**config.mk**
```make
export PLATFORM = sky130hd
export DESIGN_NAME = bcd_addsub_seq
export DESIGN_NICKNAME = d
export VERILOG_FILES = /design/src/rtl/bcd_pkg.sv /design/src/rtl/bcd_digit_unit.sv /design/src/rtl/bcd_addsub_seq.sv
export SDC_FILE = /design/constraint.sdc
export NUM_CORES = 1
export LEC_CHECK = 0
export ABC_AREA = 0
export CAP_MARGIN = 15
export CORE_MARGIN = 3
export CORE_UTILIZATION = 49
export DETAILED_ROUTE_END_ITERATION = 12
export PLACE_DENSITY = 0.77
export REMOVE_ABC_BUFFERS = 1
export SYNTH_ARGS = -nofsm -noshare
export SYNTH_HDL_FRONTEND = slang
export SYNTH_SLANG_ARGS = --single-unit
```
**constraint.sdc**
```tcl
create_clock -name clk -period 3.6 [get_ports clk]
set_input_delay 0.54 -clock clk [delete_from_list [all_inputs] [get_ports clk]]
set_output_delay 0.54 -clock clk [all_outputs]
set_load 0.01 [all_outputs]
```
**src/rtl/bcd_pkg.sv**
```systemverilog
// Shared definitions for the digit-serial BCD add/subtract engine:
// controller states, BCD correction constants and a digit validity check.
package bcd_pkg;

  // Controller states of the sequential engine
  typedef enum logic [1:0] {
    IDLE = 2'd0,
    RUN  = 2'd1,
    FIX  = 2'd2,
    DONE = 2'd3
  } bcdState_t;

  // Largest legal BCD digit value
  localparam logic [3:0] BCD_MAX     = 4'd9;
  // Correction added after a decimal carry out of a digit
  localparam logic [4:0] BCD_ADJ_ADD = 5'd6;
  // Correction added after a decimal borrow into a digit
  localparam logic [4:0] BCD_ADJ_SUB = 5'd10;

  // True when a 4-bit nibble holds a legal decimal digit
  function automatic logic digitValid(input logic [3:0] d);
    return (d <= BCD_MAX);
  endfunction

endpackage

```
**src/rtl/bcd_digit_unit.sv**
```systemverilog
// Single-digit BCD add/subtract cell. Purely combinational; the sequential
// engine feeds it one digit pair per clock plus the running carry/borrow.
// mode=0: digit = a_i + b_i + cin, cout = decimal carry.
// mode=1: digit = a_i - b_i - cin, cout = decimal borrow.
module bcd_digit_unit
  import bcd_pkg::*;
(
  input  logic [3:0] a_i,
  input  logic [3:0] b_i,
  input  logic       mode,
  input  logic       cin,
  output logic [3:0] digit,
  output logic       cout
);

  logic [4:0] sumRaw;
  logic [4:0] diffRaw;

  // Binary sum with decimal carry correction
  function automatic logic [4:0] addAdjust(input logic [4:0] s);
    logic [4:0] fixed;
    fixed = s;
    if (s > {1'b0, BCD_MAX}) begin
      fixed = s + BCD_ADJ_ADD;
      fixed[4] = 1'b1;
    end else begin
      fixed[4] = 1'b0;
    end
    return fixed;
  endfunction

  // Two's-complement difference with decimal borrow correction; bit 4 of
  // the raw difference is the borrow indication
  function automatic logic [4:0] subAdjust(input logic [4:0] d);
    logic [4:0] fixed;
    fixed = d;
    if (d[4]) begin
      fixed = d + BCD_ADJ_SUB;
      fixed[4] = 1'b1;
    end else begin
      fixed[4] = 1'b0;
    end
    return fixed;
  endfunction

  // Select the corrected add or subtract result for this digit
  always_comb begin
    logic [4:0] picked;
    sumRaw  = {1'b0, a_i} + {1'b0, b_i} + {4'd0, cin};
    diffRaw = {1'b0, a_i} - {1'b0, b_i} - {4'd0, cin};
    if (mode) begin
      picked = subAdjust(diffRaw);
    end else begin
      picked = addAdjust(sumRaw);
    end
    digit = picked[3:0];
    cout  = picked[4];
  end

endmodule

```
**src/rtl/bcd_addsub_seq.sv**
```systemverilog
// Digit-serial BCD add/subtract engine. Operands are captured on the
// accept edge and processed one digit per clock, least-significant first.
// A subtract that ends with a borrow runs a second pass (FIX) that turns
// the ten's-complement raw result into a magnitude and flags it negative.
module bcd_addsub_seq
  import bcd_pkg::*;
#(
  parameter int DIGITS = 3
) (
  input  logic                  clk,
  input  logic                  rst_n,
  input  logic                  start,
  input  logic                  mode,
  input  logic [4*DIGITS-1:0]   a,
  input  logic [4*DIGITS-1:0]   b,
  output logic                  ready,
  output logic                  done,
  output logic [4*DIGITS-1:0]   result,
  output logic                  carry_out,
  output logic                  negative,
  output logic                  invalid
);

  localparam int              IDXW     = (DIGITS > 1) ? $clog2(DIGITS) : 1;
  localparam logic [IDXW-1:0] LAST_IDX = IDXW'(DIGITS - 1);

  bcdState_t           state;
  logic [4*DIGITS-1:0] aReg;
  logic [4*DIGITS-1:0] bReg;
  logic                modeReg;
  logic [IDXW-1:0]     idx;
  logic                chain;
  logic [4*DIGITS-1:0] resultReg;
  logic                carryReg;
  logic                negReg;
  logic                invReg;

  logic [3:0]          aDigit;
  logic [3:0]          bDigit;
  logic [3:0]          resDigit;
  logic [3:0]          unitA;
  logic [3:0]          unitB;
  logic                unitMode;
  logic [3:0]          unitDigit;
  logic                unitCout;
  logic                lastDigit;
  logic                enterDone;

  // True when every digit of both operands is a legal decimal digit
  function automatic logic operandsValid(input logic [4*DIGITS-1:0] x,
                                         input logic [4*DIGITS-1:0] y);
    logic ok;
    ok = 1'b1;
    for (int k = 0; k < DIGITS; k++) begin
      if (!digitValid(x[4*k +: 4]) || !digitValid(y[4*k +: 4])) begin
        ok = 1'b0;
      end
    end
    return ok;
  endfunction

  // Pick out the digit currently addressed by the index counter
  always_comb begin
    aDigit   = 4'd0;
    bDigit   = 4'd0;
    resDigit = 4'd0;
    for (int k = 0; k < DIGITS; k++) begin
      if (idx == IDXW'(k)) begin
        aDigit   = aReg[4*k +: 4];
        bDigit   = bReg[4*k +: 4];
        resDigit = resultReg[4*k +: 4];
      end
    end
  end

  // Route operands to the shared digit cell: FIX computes 0 - result[idx]
  always_comb begin
    if (state == FIX) begin
      unitA    = 4'd0;
      unitB    = resDigit;
      unitMode = 1'b1;
    end else begin
      unitA    = aDigit;
      unitB    = bDigit;
      unitMode = modeReg;
    end
  end

  bcd_digit_unit uDigit (
    .a_i   (unitA),
    .b_i   (unitB),
    .mode  (unitMode),
    .cin   (chain),
    .digit (unitDigit),
    .cout  (unitCout)
  );

  // Detect the final digit of a pass and whether DONE follows it
  always_comb begin
    lastDigit = (idx == LAST_IDX);
    enterDone = 1'b0;
    if (state == RUN && lastDigit && !(modeReg && unitCout)) begin
      enterDone = 1'b1;
    end
    if (state == FIX && lastDigit) begin
      enterDone = 1'b1;
    end
  end

  // Operand capture; these registers carry data only and need no reset
  always_ff @(posedge clk) begin
    if (state == IDLE && start) begin
      aReg    <= a;
      bReg    <= b;
      modeReg <= mode;
    end
  end

  // Controller, digit index, carry/borrow chain and result registers
  always_ff @(posedge clk) begin
    if (!rst_n) begin
      state     <= IDLE;
      idx       <= '0;
      chain     <= 1'b0;
      resultReg <= '0;
      carryReg  <= 1'b0;
      negReg    <= 1'b0;
      invReg    <= 1'b0;
    end else begin
      case (state)
        IDLE: begin
          if (start) begin
            idx       <= '0;
            chain     <= 1'b0;
            resultReg <= '0;
            carryReg  <= 1'b0;
            negReg    <= 1'b0;
            invReg    <= !operandsValid(a, b);
            state     <= RUN;
          end
        end
        RUN: begin
          for (int k = 0; k < DIGITS; k++) begin
            if (idx == IDXW'(k)) begin
              resultReg[4*k +: 4] <= unitDigit;
            end
          end
          chain <= unitCout;
          if (lastDigit) begin
            if (!modeReg) begin
              carryReg <= unitCout;
              state    <= DONE;
            end else if (!unitCout) begin
              state <= DONE;
            end else begin
              // Raw result is the ten's complement of the magnitude
              negReg <= 1'b1;
              idx    <= '0;
              chain  <= 1'b0;
              state  <= FIX;
            end
          end else begin
            idx <= idx + IDXW'(1);
          end
        end
        FIX: begin
          for (int k = 0; k < DIGITS; k++) begin
            if (idx == IDXW'(k)) begin
              resultReg[4*k +: 4] <= unitDigit;
            end
          end
          chain <= unitCout;
          if (lastDigit) begin
            state <= DONE;
          end else begin
            idx <= idx + IDXW'(1);
          end
        end
        DONE: begin
          state <= IDLE;
        end
        default: begin
          state <= IDLE;
        end
      endcase
      // Illegal operands: computation runs but reports a clean zero
      if (enterDone && invReg) begin
        resultReg <= '0;
        carryReg  <= 1'b0;
        negReg    <= 1'b0;
      end
    end
  end

  assign ready     = (state == IDLE);
  assign done      = (state == DONE);
  assign result    = resultReg;
  assign carry_out = carryReg;
  assign negative  = negReg;
  assign invalid   = invReg;

endmodule

```
# == Word-level counts from Yosys, hierarchy flattened ==
# Index checks and enable logic that the tools add are counted.
# classes
order_cmp,7
mux,53
eq_ne,17
n_bitwise,1
n_addsub,7
n_reduce_logical,33
# op_table
operator,n
two-way mux 4 bit,16
<= comparator 4 bit (second input constant),6
case mux 12 bit (2 select lines),1
two-way mux 1 bit,21
two-way mux 2 bit,8
!= test 2 bit (second input constant),7
two-way mux 12 bit,1
AND reduction 3 bit,4
AND reduction 5 bit,2
logical NOT 1 bit,8
case mux 2 bit (4 select lines),1
equality test 2 bit (second input constant),3
logical AND 1 bit,6
!= test 2 x 1 -> 1 bit (second input constant),3
!= test 3 bit (second input constant),2
case mux 2 bit (3 select lines),1
adder 4 x 4 -> 5 bit,1
adder 5 x 1 -> 5 bit,1
> comparator 5 x 4 -> 1 bit (second input constant),1
two-way mux 5 bit,1
subtractor 4 x 4 -> 5 bit,1
subtractor 5 x 1 -> 5 bit,1
adder 4 x 3 -> 4 bit (second input constant),1
adder 4 bit (second input constant),1
other kinds (12),20
# totals
elab_cells,130
regBits,45
output_inout_bits,17
input_bits,28

# == Depth between registers and ports, before layout ==
# logic_depth
word_depth,17
depth_mapped,19
depth_no_buf,17

# == Cells and area by module ==
# A second synthesis with hierarchy kept.
# unflattened
cells_unflattened,265
area_unflattened_um2,2752.6
# by_module_without_submodules
module,area_each_um2,seq_area_each_um2,cells_each,n_inst
bcd_addsub_seq,2213.4,1151.1,199,1
bcd_digit_unit,539.3,0.0,66,1

# == Worst setup path after synthesis ==
# No wires, ideal clock.
# synth_timing
kind,register to register
from,register state[0]
to,"register resultReg[3], in the netlist result[3]"
setup_ns,0.133
path_slack_ns,-0.214
t_required_ns,3.467
n_path_buf,2
path_stages_with_launch,16
period_less_slack_ns,3.814
arrival_ns,3.681
path_cell_list,dfxtp_1 inv_1 ha_1 buf_6 clkbuf_1 mux4_2 fa_1 fa_1 xnor2_1 ha_1 a311oi_1 a31oi_1 o211ai_1 xnor2_1 o211ai_1 a21oi_1
# synth_via
elab_chain_cells,14
word_cells_on_any_way,34
cone_classes,add/sub: 6; order compare: 1; eq/ne: 4; mux: 12; reduce/logical: 11
# synth_rtl
element,line_no,rtl
"start, declared",bcd_addsub_seq.sv:27,bcdState_t state;
"start signal, assigned",bcd_addsub_seq.sv:122,state <= IDLE;
"start signal, assigned",bcd_addsub_seq.sv:139,state <= RUN;
"start signal, assigned",bcd_addsub_seq.sv:152,state <= DONE;
equality test 2 bit,"bcd_addsub_seq.sv:78, bcd_addsub_seq.sv:105, bcd_addsub_seq.sv:130",
two-way mux 4 bit,bcd_addsub_seq.sv:78,if (state == FIX) begin
adder 4 x 4 -> 5 bit,bcd_digit_unit.sv:49,"sumRaw = {1'b0, a_i} + {1'b0, b_i} + {4'd0, cin};"
adder 5 x 1 -> 5 bit,bcd_digit_unit.sv:49,
> comparator 5 x 4 -> 1 bit,bcd_digit_unit.sv:23,"if (s > {1'b0, BCD_MAX}) begin"
two-way mux 1 bit,bcd_digit_unit.sv:23,
two-way mux 5 bit,bcd_digit_unit.sv:51,if (mode) begin
logical AND 1 bit,bcd_addsub_seq.sv:102,if (state == RUN && lastDigit && !(modeReg && unitCout)) begin
logical NOT 1 bit,bcd_addsub_seq.sv:102,
logical AND 1 bit,bcd_addsub_seq.sv:102,
two-way mux 1 bit,bcd_addsub_seq.sv:102,
two-way mux 1 bit,bcd_addsub_seq.sv:105,if (state == FIX && lastDigit) begin
logical AND 1 bit,bcd_addsub_seq.sv:187,if (enterDone && invReg) begin
OR reduction 2 bit (no source line),-,
"end signal, assigned by index",bcd_addsub_seq.sv:145,resultReg[4*k +: 4] <= unitDigit;
"end signal, assigned by index",bcd_addsub_seq.sv:169,resultReg[4*k +: 4] <= unitDigit;
"end, declared",bcd_addsub_seq.sv:33,logic [4*DIGITS-1:0] resultReg;
# Parallel ways exist; a longest one is shown, timed or not. The select of a mux whose other input is x is not followed.
# A chain may end at the register's enable or synchronous reset.

# == Final worst setup path ==
# layout_timing
from,register idx[1]
to,"register resultReg[11], in the netlist result[11]"
# layout_via
elab_chain_cells,17
word_cells_on_any_way,39
cone_classes,add/sub: 6; order compare: 1; eq/ne: 3; mux: 20; reduce/logical: 9
# layout_rtl
element,line_no,rtl
"start, declared",bcd_addsub_seq.sv:31,logic [IDXW-1:0] idx;
"start signal, assigned",bcd_addsub_seq.sv:163,idx <= idx + IDXW'(1);
"start signal, assigned",bcd_addsub_seq.sv:176,idx <= idx + IDXW'(1);
logical NOT 2 bit,bcd_addsub_seq.sv:68,if (idx == IDXW'(k)) begin
two-way mux 4 bit (3 in series),bcd_addsub_seq.sv:68,
two-way mux 4 bit,bcd_addsub_seq.sv:78,
adder 4 x 4 -> 5 bit,bcd_digit_unit.sv:49,
adder 5 x 1 -> 5 bit,bcd_digit_unit.sv:49,
> comparator 5 x 4 -> 1 bit,bcd_digit_unit.sv:23,
two-way mux 1 bit,bcd_digit_unit.sv:23,
two-way mux 5 bit,bcd_digit_unit.sv:51,
logical AND 1 bit,bcd_addsub_seq.sv:102,
logical NOT 1 bit,bcd_addsub_seq.sv:102,
logical AND 1 bit,bcd_addsub_seq.sv:102,
two-way mux 1 bit,bcd_addsub_seq.sv:102,
two-way mux 1 bit,bcd_addsub_seq.sv:105,
logical AND 1 bit,bcd_addsub_seq.sv:187,
OR reduction 2 bit (no source line),-,
# Parallel ways exist; a longest one is shown, timed or not. The select of a mux whose other input is x is not followed.

==> impl_metrics.yaml <==
critical_path:
  critPathMaxStageDelay_ns: 0.51
  critPathMaxFanout: 7
  required_ns: 3.83
  worstSetupPathType: "reg -> reg"
  reg2reg_slack_ns: 0.03
  r2r_start: "idx[1]$_SDFFE_PN0P_"
  slowest_stage: "mux4_2"
  cp_cell_sequence: "inv_4, ha_4, nand2_2, o21ai_2, mux4_2, fa_2, fa_2, xnor2_2, ha_4, a311oi_2, a31oi_1, o211ai_1, xnor2_2, o211ai_1, a21oi_1"
  arrival_ns: 3.80
  startpoint: "idx[1]$_SDFFE_PN0P_"
  start_kind: "flip-flop"
  crit_buf_inv: 1
  critical_path.top_delay_family: "adder cells"
  crit_path_end_kind: "flip-flop"
routing:
  dr.pass1.iters: 5
  vias: 2449
  drt-initial-drc-count: 207
  avgViaCountPerCell: 5.67
  drtAntennaViolNets: 0
  remaining_drc_errors: 0
  drt_wl_total_mm: 7.17
  wire_per_inst_microns: 16.6
clock_network:
  cts_buffers: 5
  holdBufCountCts: 0
  clock_sinks: 45
  cts_tree: "yes"
  cts.clk_slew.worst_paths_ns: 0.09
  root_buffer: "clkbuf_8"
  cts.htree.levels: 2
  clk_latency_ns: 0.31
  clockBufferDepth: 2
synth:
  async_flop_share_pct: 0
  synth_warnings: 0
  yosys_register_bits: 45
  netlist_area_sq_um: 2800
  synth.avg_cell_area_sq_um: 9.42
  netlist_instances: 297
  synthFlopType: "edfxtp_1"
  synth_edf_count: 25
  seq_area_frac_synth_pct: 41.1
  synth_cell_types: 51
floorplanning:
  die_w_microns: 81.6
  placementRows: 26
  start_util_pct: 52.8
  dieArea_sq_um: 6660
  boundaryPins: 45
  die_y_microns: 81.6
  core_sq_um: 5300
final_layout:
  fin_nets: 411
  n_antenna_cell: 0
  area_growth_pct: 31.6
  num-fill-cells: 421
  drive_gt1_share_pct: 19.6
  final_util_pct: 69.5
placed_design:
  io_buffers: 44
  gp_congestion: 0.926
  place_hpwl_mm: 5.32
timing:
  slew_viol_final: 0
  rsz0062_at_grt: "true"
  min_period_ns: 3.57
  hold_viol: 0
  slew_headroom_pct: 52.8
  holdWs_ns: 0.488
  skew_ns: 0.00910
  worstMarginPinSlew_ns: 0.700
  setup_viol: 0
  fin_crit_sh_pct: 99.3
  fmax_ghz: 0.280
min_path:
  hold_class: "reg -> reg"
  min_from: "negative$_SDFFE_PP0P_"
outcome:
  status: "finished, final reports clean"
global_routing:
  grt_pass1_wl_mm: 11.3
  grt_max_degree: 20
  grt_pass1_vias: 2396
  antenna_found_initial: 0
  grt.overflow.total: 0
  grt_use_total_pct: 22.2
flow_run:
  cap_violations: 0
## sequential cells by signal (all words and copies together), names as in the netlist
register and count:
aReg 12, bReg 12, carry_out 1, chain 1, idx 2, invalid 1
modeReg 1, negative 1, result 12, state 2
## worst register-to-register path: stages, from the launching register on
cell and delay (ns):
dfxtp_2 0.36, inv_4 0.05, ha_4 0.19, nand2_2 0.07, o21ai_2 0.06, mux4_2 0.51
fa_2 0.40, fa_2 0.40, xnor2_2 0.18, ha_4 0.17, a311oi_2 0.23, a31oi_1 0.07
o211ai_1 0.31, xnor2_2 0.19, o211ai_1 0.13, a21oi_1 0.18
## per-stage QoR
step,area [sq um],instances,setup slack [ns],TNS (ns)
2_1_floorplan,2720,282,-0.166,-2.23
3_3_place_gp,3430,421,-0.0732,-0.170
3_5_place_dp,3430,421,-0.120,-0.557
4_1_cts,3590,430,0.00760,0
5_1_grt,3680,432,-0.102,-0.477
6_report,3680,432,0.0265,0
## logic make-up after synthesis
group | count (synthesis) | synth area share, %
adders and majority gates | 22 | 10.9
muxes | 9 | 5.01
xor gates and xnor gates | 4 | 1.25
AOI/OAI and AO/OA | 80 | 19.2
DFF | 45 | 41.1
buffers and inverters | 37 | 5.90
and+or+nand+nor | 100 | 16.6
## path summary, 6_finish.rpt
path	end	cells after the start
min reg2reg	negative$_SDFFE_PP0P_	2
max reg2reg	result[11]$_SDFFE_PP0P_	15
min	negative$_SDFFE_PP0P_	2
max	result[11]$_SDFFE_PP0P_	15
## area by class of cell
type,instances,area (sq um),area share (%)
multi-input cells,215,1580,43.0
flip-flops and latches,45,1160,31.4
repair buffers,72,654,17.8
inverters,22,87.6,2.38
well taps,70,87.6,2.38
clock buffers,5,68.8,1.87
clock inverters,3,47.5,1.29
## cells in the mapped netlist (3+ instances only)
master | count | area share (%)
a32oi_1 | 8 | 2.5
clkbuf_1 | 8 | 1.1
a21oi_1 | 16 | 2.9
nand2b_1 | 6 | 1.3
nor2b_1 | 5 | 1.1
ha_1 | 18 | 8.0
mux4_2 | 4 | 3.2
buf_2 | 3 | 0.54
nor2_1 | 28 | 3.8
a31oi_1 | 3 | 0.67
buf_6 | 3 | 1.2
nor3_1 | 5 | 0.89
xnor2_1 | 4 | 1.3
o211ai_1 | 5 | 1.3
o21ai_0 | 27 | 4.8
nand3_1 | 4 | 0.72
nand2_1 | 39 | 5.2
edfxtp_1 | 25 | 27
fa_1 | 4 | 2.9
inv_1 | 22 | 3.0
dfxtp_1 | 20 | 14
and2_1 | 3 | 0.67
mux2i_1 | 5 | 1.8
## per-layer routing
metal	GRT usage, %	share of wire [%]	wire (microns)	up-vias
met5	0	0	0	-
met4	7.64	2.1	149	0
met3	4.50	5.4	389	15
met2	36.6	49	3490	96
met1	29.1	44	3140	1146
li1	-	-	-	1192
## cells in the final DEF (no fill, tap or decap), types with 3 or more instances in the layout
master / n
inv_1: 18
nand3_1: 4
dfxtp_1: 18
a21oi_1: 16
nand2b_1: 6
o211ai_1: 5
fa_2: 3
clkdlybuf4s50_1: 44
nand2_1: 36
a32oi_1: 8
edfxtp_1: 25
clkbuf_8: 5
nor2_1: 28
a31oi_1: 3
nand2_2: 3
and2_1: 3
buf_4: 27
mux4_2: 4
mux2i_1: 5
nor3_1: 5
ha_4: 4
nor2b_1: 5
ha_1: 12
o21ai_1: 3
o21ai_0: 24
## what timing repair did
item / CTS / global route
pin swaps: 5 / 17
endpoints found under the setup margin: 14 / 16
gates resized for setup: 9 / 25
setup buffers: 1 / 2
Power is left out: the tool's default activity adds up to more than one toggle a clock period on the data nets, which glitch-free logic cannot reach.
